## config.mk

```make
export PLATFORM = sky130hd
export DESIGN_NAME = mem_access_unit
export DESIGN_NICKNAME = d
export VERILOG_FILES = /design/src/rtl/mem_access_unit_pkg.sv /design/src/rtl/mem_access_unit_load_store_align.sv /design/src/rtl/mem_access_unit.sv
export SDC_FILE = /design/constraint.sdc
export NUM_CORES = 1
export LEC_CHECK = 0
export ABC_CLOCK_PERIOD_IN_PS = 2260
export CORE_MARGIN = 3
export CORE_UTILIZATION = 33
export CTS_CLUSTER_DIAMETER = 40
export DETAILED_ROUTE_END_ITERATION = 12
export PLACE_DENSITY = 0.79
export SYNTH_ARGS = -nofsm -noshare
export SYNTH_HDL_FRONTEND = slang
export SYNTH_SLANG_ARGS = --single-unit
```

## constraint.sdc

```tcl
create_clock -name clk -period 2.26 [get_ports clk]
set_input_delay 0.452 -clock clk [delete_from_list [all_inputs] [get_ports clk]]
set_output_delay 0.452 -clock clk [all_outputs]
set_load 0.1 [all_outputs]
```

## src/rtl/mem_access_unit_pkg.sv

```systemverilog
// Shared pipeline definitions for the MEM stage: default datapath width,
// load/store funct3 encodings, MEM-stage FSM state encoding and the
// alignment rule shared by RTL consumers.
package mem_access_unit_pkg;

  localparam int DATAWIDTH = 32;

  // funct3 access size/sign encodings (loads and stores share B/H/W)
  localparam logic [2:0] F3_B  = 3'b000;
  localparam logic [2:0] F3_H  = 3'b001;
  localparam logic [2:0] F3_W  = 3'b010;
  localparam logic [2:0] F3_BU = 3'b100;
  localparam logic [2:0] F3_HU = 3'b101;

  typedef enum logic {
    S_IDLE = 1'b0,
    S_BUSY = 1'b1
  } mem_state_t;

  // Halfword needs addr[0]=0, word needs addr[1:0]=0; the size is taken
  // from funct3[1:0] so signed/unsigned variants share the rule.
  function automatic logic is_misaligned(input logic [2:0] f3,
                                         input logic [1:0] addr_lo);
    return ((f3[1:0] == 2'b01) && addr_lo[0]) ||
           ((f3[1:0] == 2'b10) && (addr_lo != 2'b00));
  endfunction

endpackage

```

## src/rtl/mem_access_unit_load_store_align.sv

```systemverilog
// load_store_align: purely combinational lane handling for the MEM stage.
//   i_funct3    access size/sign
//   i_addr_lo   byte offset within the word
//   i_wr_data   store data (low byte/half used for SB/SH)
//   i_rd_data   word returned by data memory
//   o_be        byte enables for stores
//   o_wdata     store data replicated across all lanes
//   o_load_data extracted and sign/zero-extended load result
//   o_misalign  access violates natural alignment
module load_store_align
  import mem_access_unit_pkg::*;
#(
  parameter int DW = DATAWIDTH
) (
  input  logic [2:0]    i_funct3,
  input  logic [1:0]    i_addr_lo,
  input  logic [DW-1:0] i_wr_data,
  input  logic [DW-1:0] i_rd_data,
  output logic [3:0]    o_be,
  output logic [DW-1:0] o_wdata,
  output logic [DW-1:0] o_load_data,
  output logic          o_misalign
);

  logic [DW-1:0] w_lane;

  // Shift the addressed lane down to bit 0 so extraction is offset-free.
  assign w_lane     = i_rd_data >> {i_addr_lo, 3'b000};
  assign o_misalign = is_misaligned(i_funct3, i_addr_lo);

  // Store side: unsigned encodings are meaningless for stores and fall
  // into the full-word default together with the undefined codes.
  always_comb begin
    o_be    = 4'b1111;
    o_wdata = i_wr_data;
    case (i_funct3)
      F3_B: begin
        o_be    = 4'b0001 << i_addr_lo;
        o_wdata = {(DW/8){i_wr_data[7:0]}};
      end
      F3_H: begin
        o_be    = 4'b0011 << i_addr_lo;
        o_wdata = {(DW/16){i_wr_data[15:0]}};
      end
      default: ;
    endcase
  end

  always_comb begin
    o_load_data = i_rd_data;
    case (i_funct3)
      F3_B:  o_load_data = {{(DW-8){w_lane[7]}}, w_lane[7:0]};
      F3_H:  o_load_data = {{(DW-16){w_lane[15]}}, w_lane[15:0]};
      F3_BU: o_load_data = {{(DW-8){1'b0}}, w_lane[7:0]};
      F3_HU: o_load_data = {{(DW-16){1'b0}}, w_lane[15:0]};
      default: ;
    endcase
  end

endmodule

```

## src/rtl/mem_access_unit.sv

```systemverilog
// mem_access_unit: MEM pipeline stage. Issues data-memory requests for
// loads/stores, stalls the pipeline until the memory acknowledges (or a
// timeout expires), and registers the MEM/WB outputs.
//   clk, rst_n                      clock / async active-low reset
//   Branch..RegWrite, rd, ALU_result,
//   wr_MemData, PC_imm, PC_branch,
//   funct3                          EX/MEM register contents
//   dmem_*                          data memory request/response
//   mem_stall                       holds EX/MEM and earlier stages
//   branch_taken, branch_target     combinational branch resolution
//   *_o, load_data_o                MEM/WB register
//   misalign_o, bus_err_o           one-cycle fault pulses
//
// state  | meaning
// IDLE   | no access outstanding; aligned access raises req and stall
// BUSY   | request held stable, waiting for dmem_ack or timeout
module mem_access_unit
  import mem_access_unit_pkg::*;
#(
  parameter int DW      = DATAWIDTH,
  parameter int TIMEOUT = 16
) (
  input  logic          clk,
  input  logic          rst_n,
  input  logic          Branch,
  input  logic          MemRead,
  input  logic          MemtoReg,
  input  logic          MemWrite,
  input  logic          RegWrite,
  input  logic [DW-1:0] PC_imm,
  input  logic [4:0]    rd,
  input  logic [DW-1:0] ALU_result,
  input  logic [DW-1:0] wr_MemData,
  input  logic          PC_branch,
  input  logic [2:0]    funct3,
  output logic          dmem_req,
  output logic          dmem_we,
  output logic [DW-1:0] dmem_addr,
  output logic [3:0]    dmem_be,
  output logic [DW-1:0] dmem_wdata,
  input  logic          dmem_ack,
  input  logic [DW-1:0] dmem_rdata,
  output logic          mem_stall,
  output logic          branch_taken,
  output logic [DW-1:0] branch_target,
  output logic          RegWrite_o,
  output logic          MemtoReg_o,
  output logic [4:0]    rd_o,
  output logic [DW-1:0] ALU_result_o,
  output logic [DW-1:0] load_data_o,
  output logic          misalign_o,
  output logic          bus_err_o
);

  localparam int CW = (TIMEOUT > 1) ? $clog2(TIMEOUT) : 1;

  mem_state_t    r_state, w_next;
  logic [CW-1:0] r_cnt;

  logic          w_access, w_misalign;
  logic          w_req, w_stall, w_ack_hit, w_timeout, w_misal_hit;
  logic [3:0]    w_be;
  logic [DW-1:0] w_wdata, w_load;

  load_store_align #(.DW(DW)) u_align (
    .i_funct3    (funct3),
    .i_addr_lo   (ALU_result[1:0]),
    .i_wr_data   (wr_MemData),
    .i_rd_data   (dmem_rdata),
    .o_be        (w_be),
    .o_wdata     (w_wdata),
    .o_load_data (w_load),
    .o_misalign  (w_misalign)
  );

  assign w_access      = MemRead | MemWrite;
  assign branch_taken  = Branch & PC_branch;
  assign branch_target = PC_imm;

  // Request/stall are gated by rst_n so they drop the instant reset asserts,
  // even while the EX/MEM register still presents an access.
  always_comb begin
    w_next      = r_state;
    w_req       = 1'b0;
    w_stall     = 1'b0;
    w_ack_hit   = 1'b0;
    w_timeout   = 1'b0;
    w_misal_hit = 1'b0;
    if (rst_n) begin
      case (r_state)
        S_IDLE: begin
          if (w_access) begin
            if (w_misalign) begin
              w_misal_hit = 1'b1;
            end else begin
              w_req   = 1'b1;
              w_stall = 1'b1;
              w_next  = S_BUSY;
            end
          end
        end
        S_BUSY: begin
          if (dmem_ack) begin
            w_req     = 1'b1;
            w_ack_hit = 1'b1;
            w_next    = S_IDLE;
          end else if (r_cnt == '0) begin
            // Terminal count: release the pipeline and flag the fault.
            w_timeout = 1'b1;
            w_next    = S_IDLE;
          end else begin
            w_req   = 1'b1;
            w_stall = 1'b1;
          end
        end
        default: w_next = S_IDLE;
      endcase
    end
  end

  assign dmem_req   = w_req;
  assign mem_stall  = w_stall;
  assign dmem_we    = w_req & MemWrite & ~MemRead;
  assign dmem_addr  = {ALU_result[DW-1:2], 2'b00};
  assign dmem_be    = w_req ? w_be : 4'b0000;
  assign dmem_wdata = w_req ? w_wdata : '0;

  always_ff @(posedge clk or negedge rst_n) begin
    if (!rst_n) begin
      r_state <= S_IDLE;
    end else begin
      r_state <= w_next;
    end
  end

  // Down-counter loaded on entry so the TIMEOUT-th BUSY cycle sees zero.
  always_ff @(posedge clk or negedge rst_n) begin
    if (!rst_n) begin
      r_cnt <= '0;
    end else if (r_state == S_IDLE) begin
      r_cnt <= (w_next == S_BUSY) ? CW'(TIMEOUT - 1) : '0;
    end else if (w_next == S_IDLE) begin
      r_cnt <= '0;
    end else begin
      r_cnt <= r_cnt - CW'(1);
    end
  end

  // MEM/WB register: a stalled edge retires nothing, so RegWrite_o is
  // cleared to avoid writing the same instruction back twice.
  always_ff @(posedge clk or negedge rst_n) begin
    if (!rst_n) begin
      RegWrite_o   <= 1'b0;
      MemtoReg_o   <= 1'b0;
      rd_o         <= '0;
      ALU_result_o <= '0;
      load_data_o  <= '0;
      misalign_o   <= 1'b0;
      bus_err_o    <= 1'b0;
    end else if (w_stall) begin
      RegWrite_o <= 1'b0;
      misalign_o <= 1'b0;
      bus_err_o  <= 1'b0;
    end else begin
      RegWrite_o   <= RegWrite & ~w_misal_hit & ~w_timeout;
      MemtoReg_o   <= MemtoReg;
      rd_o         <= rd;
      ALU_result_o <= ALU_result;
      load_data_o  <= (w_ack_hit && MemRead) ? w_load : '0;
      misalign_o   <= w_misal_hit;
      bus_err_o    <= w_timeout;
    end
  end

endmodule

```

### Yosys cells after proc, flatten, opt, wreduce, memory -nomap -nowiden

Index checks and enable logic that the tools add are counted.

| cells by class | value |
|---|---|
| order comparisons | 0 |
| eq/ne operators | 5 |
| div/mod/pow operators | 0 |
| reduce and logical (&&, ||, !) cells | 7 |
| add/subtract/negate cells | 1 |
| mux-type cells | 33 |
| bitwise operators | 10 |
| multipliers | 0 |
| shift operators | 3 |

Operator list:

| kind | count |
|---|---|
| 32-bit case mux with 4 select lines | 1 |
| 32-bit 2-to-1 mux | 2 |
| 32-bit case mux with 2 select lines | 1 |
| 32-bit by 5-bit >> shifter with 16-bit output | 1 |
| 1-bit 2-to-1 mux | 22 |
| 4-bit 2-to-1 mux | 4 |
| 4-bit case mux with 2 select lines | 1 |
| 3-bit == test (second input constant) | 2 |
| 1-bit AND | 5 |
| 4-bit logical NOT | 1 |
| 1-bit NOT | 4 |
| 1-bit case mux with 2 select lines | 2 |
| 1-bit by 2-bit left shift with 4-bit output (first input constant) | 1 |
| 2-bit by 2-bit left shift with 4-bit output (first input constant) | 1 |
| 4-bit by 1-bit subtractor with 4-bit output (second input constant) | 1 |
| 3-bit by 1-bit == test with 1-bit output (second input constant) | 1 |
| 1-bit logical AND | 3 |
| 3-bit logical NOT | 1 |
| 2-bit by 1-bit == test with 1-bit output (second input constant) | 1 |
| 2-bit == test (second input constant) | 1 |
| 2-bit nonzero test | 1 |
| 1-bit logical OR | 1 |
| 1-bit OR | 1 |

| storage, ports and cells | value |
|---|---|
| bits in latches | 0 |
| logic and storage cells | 68 |
| input port bits | 145 |
| output and inout port bits | 177 |
| memories kept | 0 |
| RAM bits | 0 |
| bits in read-only memories | 0 |
| flip-flop bits (word level) | 78 |

### Depth between registers and ports, before layout

| logic depth | value |
|---|---|
| depth in word-level cells | 11 |
| depth in mapped cells | 8 |
| gate-level depth less buffers | 7 |

### Modules after synthesis

From an unflattened synthesis, not the netlist that was laid out.

| second synthesis, totals | value |
|---|---|
| cells, all modules | 491 |
| area total of the unflattened synthesis | 4888.4 µm² |

Modules (own cells, without submodules):

| module | times used | area an instance (µm²) | cells each | seq. area each (µm²) |
|---|---|---|---|---|
| mem_access_unit | 1 | 3661.0 | 294 | 1951.9 |
| load_store_align | 1 | 1227.4 | 197 | 0.0 |

### Worst setup path after synthesis

No wires, ideal clock.

| timing | value |
|---|---|
| kind | input -> output |
| start point | in ALU_result[0] |
| end point | out dmem_wdata[24] |
| stages | 6 |
| buffers on the path | 2 |
| data arrival time | 3.744 ns |
| required time | 1.808 ns |
| setup slack | -1.936 ns |
| path through | buf_2 -> o21ba_2 -> a2111oi_4 -> o21ai_1 -> buf_2 -> a211oi_1 |

| between the ends | value |
|---|---|
| word-level cells in the longest chain between the ends | 8 |
| elaborated cells between the ends (all ways) | 9 |
| those cells by class | 5 x mux; 4 x reduce/logical |

Ends and longest elaborated chain:

| item | RTL line | source |
|---|---|---|
| from (decl) | mem_access_unit.sv:32 | `input logic [DW-1:0] ALU_result,` |
| 2-bit nonzero test | mem_access_unit_pkg.sv:25 | `((f3[1:0] == 2'b10) && (addr_lo != 2'b00));` |
| 1-bit logical AND | mem_access_unit_pkg.sv:25 |  |
| 1-bit logical OR (*) | mem_access_unit_pkg.sv:24 | `return ((f3[1:0] == 2'b01) && addr_lo[0]) \|\|` |
| 1-bit 2-to-1 mux (*) | mem_access_unit.sv:93 | `if (w_misalign) begin` |
| 1-bit 2-to-1 mux (*) | mem_access_unit.sv:92 | `if (w_access) begin` |
| 1-bit case mux with 2 select lines (*) | mem_access_unit.sv:90 | `case (r_state)` |
| 1-bit 2-to-1 mux (*) | mem_access_unit.sv:89 | `if (rst_n) begin` |
| 32-bit 2-to-1 mux (*) | mem_access_unit.sv:126 | `assign dmem_wdata = w_req ? w_wdata : '0;` |
| to (decl) | mem_access_unit.sv:40 | `output logic [DW-1:0] dmem_wdata,` |

Every way passes the cells marked *; elsewhere a longest branch is shown, timed or not.

### Worst setup path after layout

| timing | value |
|---|---|
| start point | in funct3[1] |
| end point | out dmem_wdata[26] |

| between the ends | value |
|---|---|
| word-level cells in the longest chain between the ends | 8 |
| elaborated cells between the ends (all ways) | 13 |
| those cells by class | 3 x eq/ne; 6 x mux; 4 x reduce/logical |

Ends and longest elaborated chain:

| item | RTL line | source |
|---|---|---|
| from (decl) | mem_access_unit.sv:35 | `input logic [2:0] funct3,` |
| 2-bit by 1-bit == test with 1-bit output / 2-bit == test (equally long branches) | mem_access_unit_pkg.sv:24, mem_access_unit_pkg.sv:25 |  |
| 1-bit logical AND, on equally long branches | mem_access_unit_pkg.sv:24, mem_access_unit_pkg.sv:25 |  |
| 1-bit logical OR | mem_access_unit_pkg.sv:24 |  |
| 1-bit 2-to-1 mux | mem_access_unit.sv:93 |  |
| 1-bit 2-to-1 mux | mem_access_unit.sv:92 |  |
| 1-bit case mux with 2 select lines | mem_access_unit.sv:90 |  |
| 1-bit 2-to-1 mux | mem_access_unit.sv:89 |  |
| 32-bit 2-to-1 mux (*) | mem_access_unit.sv:126 |  |

Marked as above.

==> metrics.log <==
[metrics] run status: complete, but fails checks
[metrics] failing checks: setup timing
[metrics] total wire length after detailed routing: 18.0 mm
[metrics] # nets final: 876
[metrics] number of flip-flops and latches in the synthesized netlist: 78
[metrics] terminus of the critical flop-to-flop path: load_data_o[7]$_DFFE_PN0P_
[metrics] total count of hold-check failures in the final report: 0
[metrics] required arrival time at the worst endpoint: 1810 ps
[metrics] Sequential Power Share: 0.204
[metrics] vias per std cell: 5.12
[metrics] violation count after the first detailed-routing iteration: 184
[metrics] clock root cell: clkbuf_16
[metrics] Clock Power Share: 0.158
[metrics] worst path buffer plus inverter count: 6
[metrics] final cell count without fillers: 914
[metrics] Cell Area, Synth: 0.00483 sq mm
[metrics] critical path class: input port to primary output
[metrics] Worst Skew: 10.8 ps
[metrics] FP Rows: 43
[metrics] crit path setup slack, layout: -377 ps
[metrics] insertion delay to the later sink of the worst-skew pair: 340 ps
[metrics] synthesized netlist cell count: 485
[metrics] worst supply voltage drop on vdd: 0.000887 V
[metrics] proportion of total power due to net switching: 0.509
[metrics] final sum of negative setup slack: -9820 ps
[metrics] count of cells along the worst register-to-register path: 12
[metrics] mean routed wirelength per cell: 19.7 um
[metrics] library cells used by synthesis: 44
[metrics] mean post-synth cell area: 9.96 sq um
[metrics] # diodes: 0
[metrics] FF+latch area: 0.00195 sq mm
[metrics] Min-Delay Endpoint: RegWrite_o$_DFF_PN0_
[metrics] worst slew margin relative to its limit: 0.394
[metrics] power density relative to cell area: 986 mW/mm^2
[metrics] vias post-DR: 4679
[metrics] # fillers: 1058
[metrics] GRT Util Overall: 0.219
[metrics] # port buffers: 255
[metrics] via count of the first global-routing pass: 5105
[metrics] portion of total power attributed to combinational logic: 0.638
[metrics] final worst path period need: 2640 ps
[metrics] Cells on Worst Hold Path: 2
[metrics] master of the slowest instance on the critical path: a2111oi_4
[metrics] RSZ-0062 raised after global routing: yes
[metrics] fin util: 0.633
[metrics] data arrival time of the critical path: 2180 ps
[metrics] RePlAce Congestion: 0.895
[metrics] crit end category: primary output
[metrics] synth warn: 0
[metrics] Setup-failing EPs final: 38
[metrics] Critical Path Max Stage Delay: 430 ps
[metrics] reg-to-reg setup timing slack: 80 ps
[metrics] HPWL reported at the end of detailed placement: 14.3 mm
[metrics] cell class contributing the biggest share of worst-path delay: buffers and inverters
[metrics] startpoint kind of the worst setup timing path: input port
[metrics] number of buffers added by the clock tree synthesis step: 9
[metrics] die boundary height: 127 um
[metrics] number of pins with negative max-slew slack in the final report: 0
[metrics] initial cell density of the core: 0.343
[metrics] Max Buffers Root-to-Sink: 2
[metrics] reg-to-reg critical path startpoint: r_cnt[0]$_DFF_PN0_
[metrics] clock sink total: 78
[metrics] pin count of the biggest net entering global routing: 74
[metrics] largest fanout on the critical path: 6
[metrics] start point of the worst min-delay path: rst_n
[metrics] area overhead of the layout relative to synthesis: 84.7%
[metrics] length of the first detailed-routing pass in iterations: 5
[metrics] Clock H-tree levels: 3
[metrics] DR DRC count: 0
[metrics] max cap viols: 0
[metrics] total instance count after detailed placement: 879
[metrics] Overflow after GRT: 0
[metrics] initial antenna violation count: 0
[metrics] share of final-layout standard cells stronger than drive strength 1: 0.448
[metrics] area of the core: 0.0141 sq mm
[metrics] Least-Margin Pin Slew: 908 ps
[metrics] multi-input logic area: 0.00258 sq mm
[metrics] post-route fraction of the period consumed by the critical path: 1.17
[metrics] most frequent cells in the layout: 133 x buf_4, 104 x clkdlybuf4s50_1, 77 x dfrtp_1, 77 x buf_12, 33 x nand2_1
[metrics] fmax: 0.379 GHz
[metrics] wire length of the first global-routing pass: 27.6 mm
[metrics] clock transition at the registers of the reported paths: 60 ps
[metrics] Internal Pwr Total: 0.00432 W
[metrics] Seq/Total Area, Yosys: 0.404
[metrics] switching pwr: 0.00447 W
[metrics] full die area: 0.0161 sq mm
[metrics] Antenna Nets Post-Route: 0
[metrics] IO Count: 322
[metrics] TritonCTS clock tree: done
[metrics] worst min-delay path class: input port to flip-flop
[metrics] leakage power of the design: 3.88 nW
[metrics] Die X-Extent: 127 um
[metrics] leading cell type in the layout, fill and taps excluded: buf_4
[metrics] cell-by-cell trace of the critical path: clkdlybuf4s15_1 > buf_6 > a2111oi_4 > o21ai_4 > buf_12 > buf_6 > buf_16 > a211oi_4 > buf_12
==> power groups by stage <==
stage                     combinational, W  sequential [W]  clock [W]
after floorplan                    0.00260         0.00310          0
after global placement             0.00521         0.00179          0
after detailed placement           0.00528         0.00180          0
after CTS                          0.00562         0.00179    0.00142
after global routing               0.00580         0.00181    0.00149
final                              0.00561         0.00179    0.00139
==> synth_stat cells <==
cell type	instances	area share
o21ai_2	1	0.0018
nor2b_1	3	0.0039
nand2_1	33	0.026
a32o_1	1	0.0021
mux2_2	4	0.0093
a21boi_0	2	0.0031
a211oi_1	9	0.014
o21ai_1	1	0.0010
and2_0	1	0.0013
o21ba_2	1	0.0021
buf_2	5	0.0052
buf_1	5	0.0039
xnor2_1	2	0.0036
o211ai_1	32	0.050
and3b_1	1	0.0018
o22ai_1	1	0.0013
nor4b_1	1	0.0018
nand2b_1	8	0.010
buf_6	4	0.0093
o21ai_0	26	0.027
inv_1	22	0.017
nand3b_1	1	0.0016
nor2_1	15	0.012
o2bb2ai_1	22	0.040
dfrtp_1	78	0.40
and2_1	10	0.013
clkbuf_1	20	0.016
conb_1	1	0.00078
nor3_1	3	0.0031
a21oi_1	32	0.033
a2111oi_4	1	0.0057
nor3b_1	4	0.0062
mux2i_1	18	0.037
and4_1	1	0.0018
o21bai_1	2	0.0031
mux2_4	30	0.093
or2_2	2	0.0026
a32oi_1	1	0.0018
a22oi_1	8	0.012
mux2_1	4	0.0093
buf_4	65	0.10
ha_1	2	0.0052
nand4_1	1	0.0013
inv_2	1	0.00078
==> state kept, by name (all words and copies together), names as in the netlist <==
register / flops
bus_err_o: 1
MemtoReg_o: 1
RegWrite_o: 1
ALU_result_o: 32
r_cnt: 4
load_data_o: 32
r_state: 1
misalign_o: 1
rd_o: 5
==> kinds of logic (layout without fill, tap and decap cells) <==
logic type,count (synthesis),after routing,synth area share
AO/OA/AOI/OAI,140,140,0.198
XOR/XNOR,2,2,0.00363
adder cells (fa/ha/maj),2,2,0.00518
buffers and inverters,122,370,0.153
flip-flops,78,78,0.404
multiplexers,56,56,0.149
other,1,2,0.000776
AND/OR/NAND/NOR,84,84,0.0860
==> cell type report <==
class	count	area share
Timing Repair inverter	1	0.000842
Inverter	23	0.0101
Timing Repair Buffer	330	0.423
Clock inverter	7	0.00715
Tap cell	180	0.0253
Multi-Input combinational cell	286	0.289
Sequential cell	78	0.219
Clock buffer	9	0.0253
==> worst register-to-register path, delay by kind of cell, from the launching register on <==
kind,cells,cell delay [ps]
buffers and inverters,7,930
flip-flops,1,390
AO/OA/AOI/OAI,2,390
AND/OR/NAND/NOR,2,240
adder cells (fa/ha/maj),1,130
==> metrics by stage <==
stage	total power (W)	cell area [sq um]	worst slack (ps)	hold WS (ps)
final	0.00879	8920	-377	434
after global routing	0.00910	8920	-442	450
after CTS	0.00884	8880	-380	417
after detailed placement	0.00708	8340	-567	305
after global placement	0.00700	8340	-541	304
after floorplan	0.00570	5240	-557	156
==> worst max path at each step <==
stage               cells past startpoint                from              to
global placement                        7           funct3[1]         dmem_we
finish                                  9           funct3[1]  dmem_wdata[26]
global route                           10  r_cnt[0]$_DFF_PN0_  dmem_wdata[26]
CTS                                     8  r_cnt[0]$_DFF_PN0_   dmem_wdata[6]
detailed placement                      7           funct3[1]  dmem_wdata[27]
floorplan                               6           funct3[0]         dmem_we
==> layer usage <==
layer  share of wire  GRT usage  vias to the layer above
li1                -          -                     2133
met1            0.36      0.239                     2215
met2            0.52      0.397                      269
met3           0.068     0.0456                       62
met4           0.051      0.116                        0
met5               0          0                        -
==> repair_timing <==
action,in CTS,in global routing
setup endpoints to repair,39,47
gates resized for setup,36,16
buffers inserted,16,5
cloned,4,0
pin swaps,16,4
hold buffers,1,0
endpoints found under the hold margin,5,0
Power figures use the tool's default switching activity.
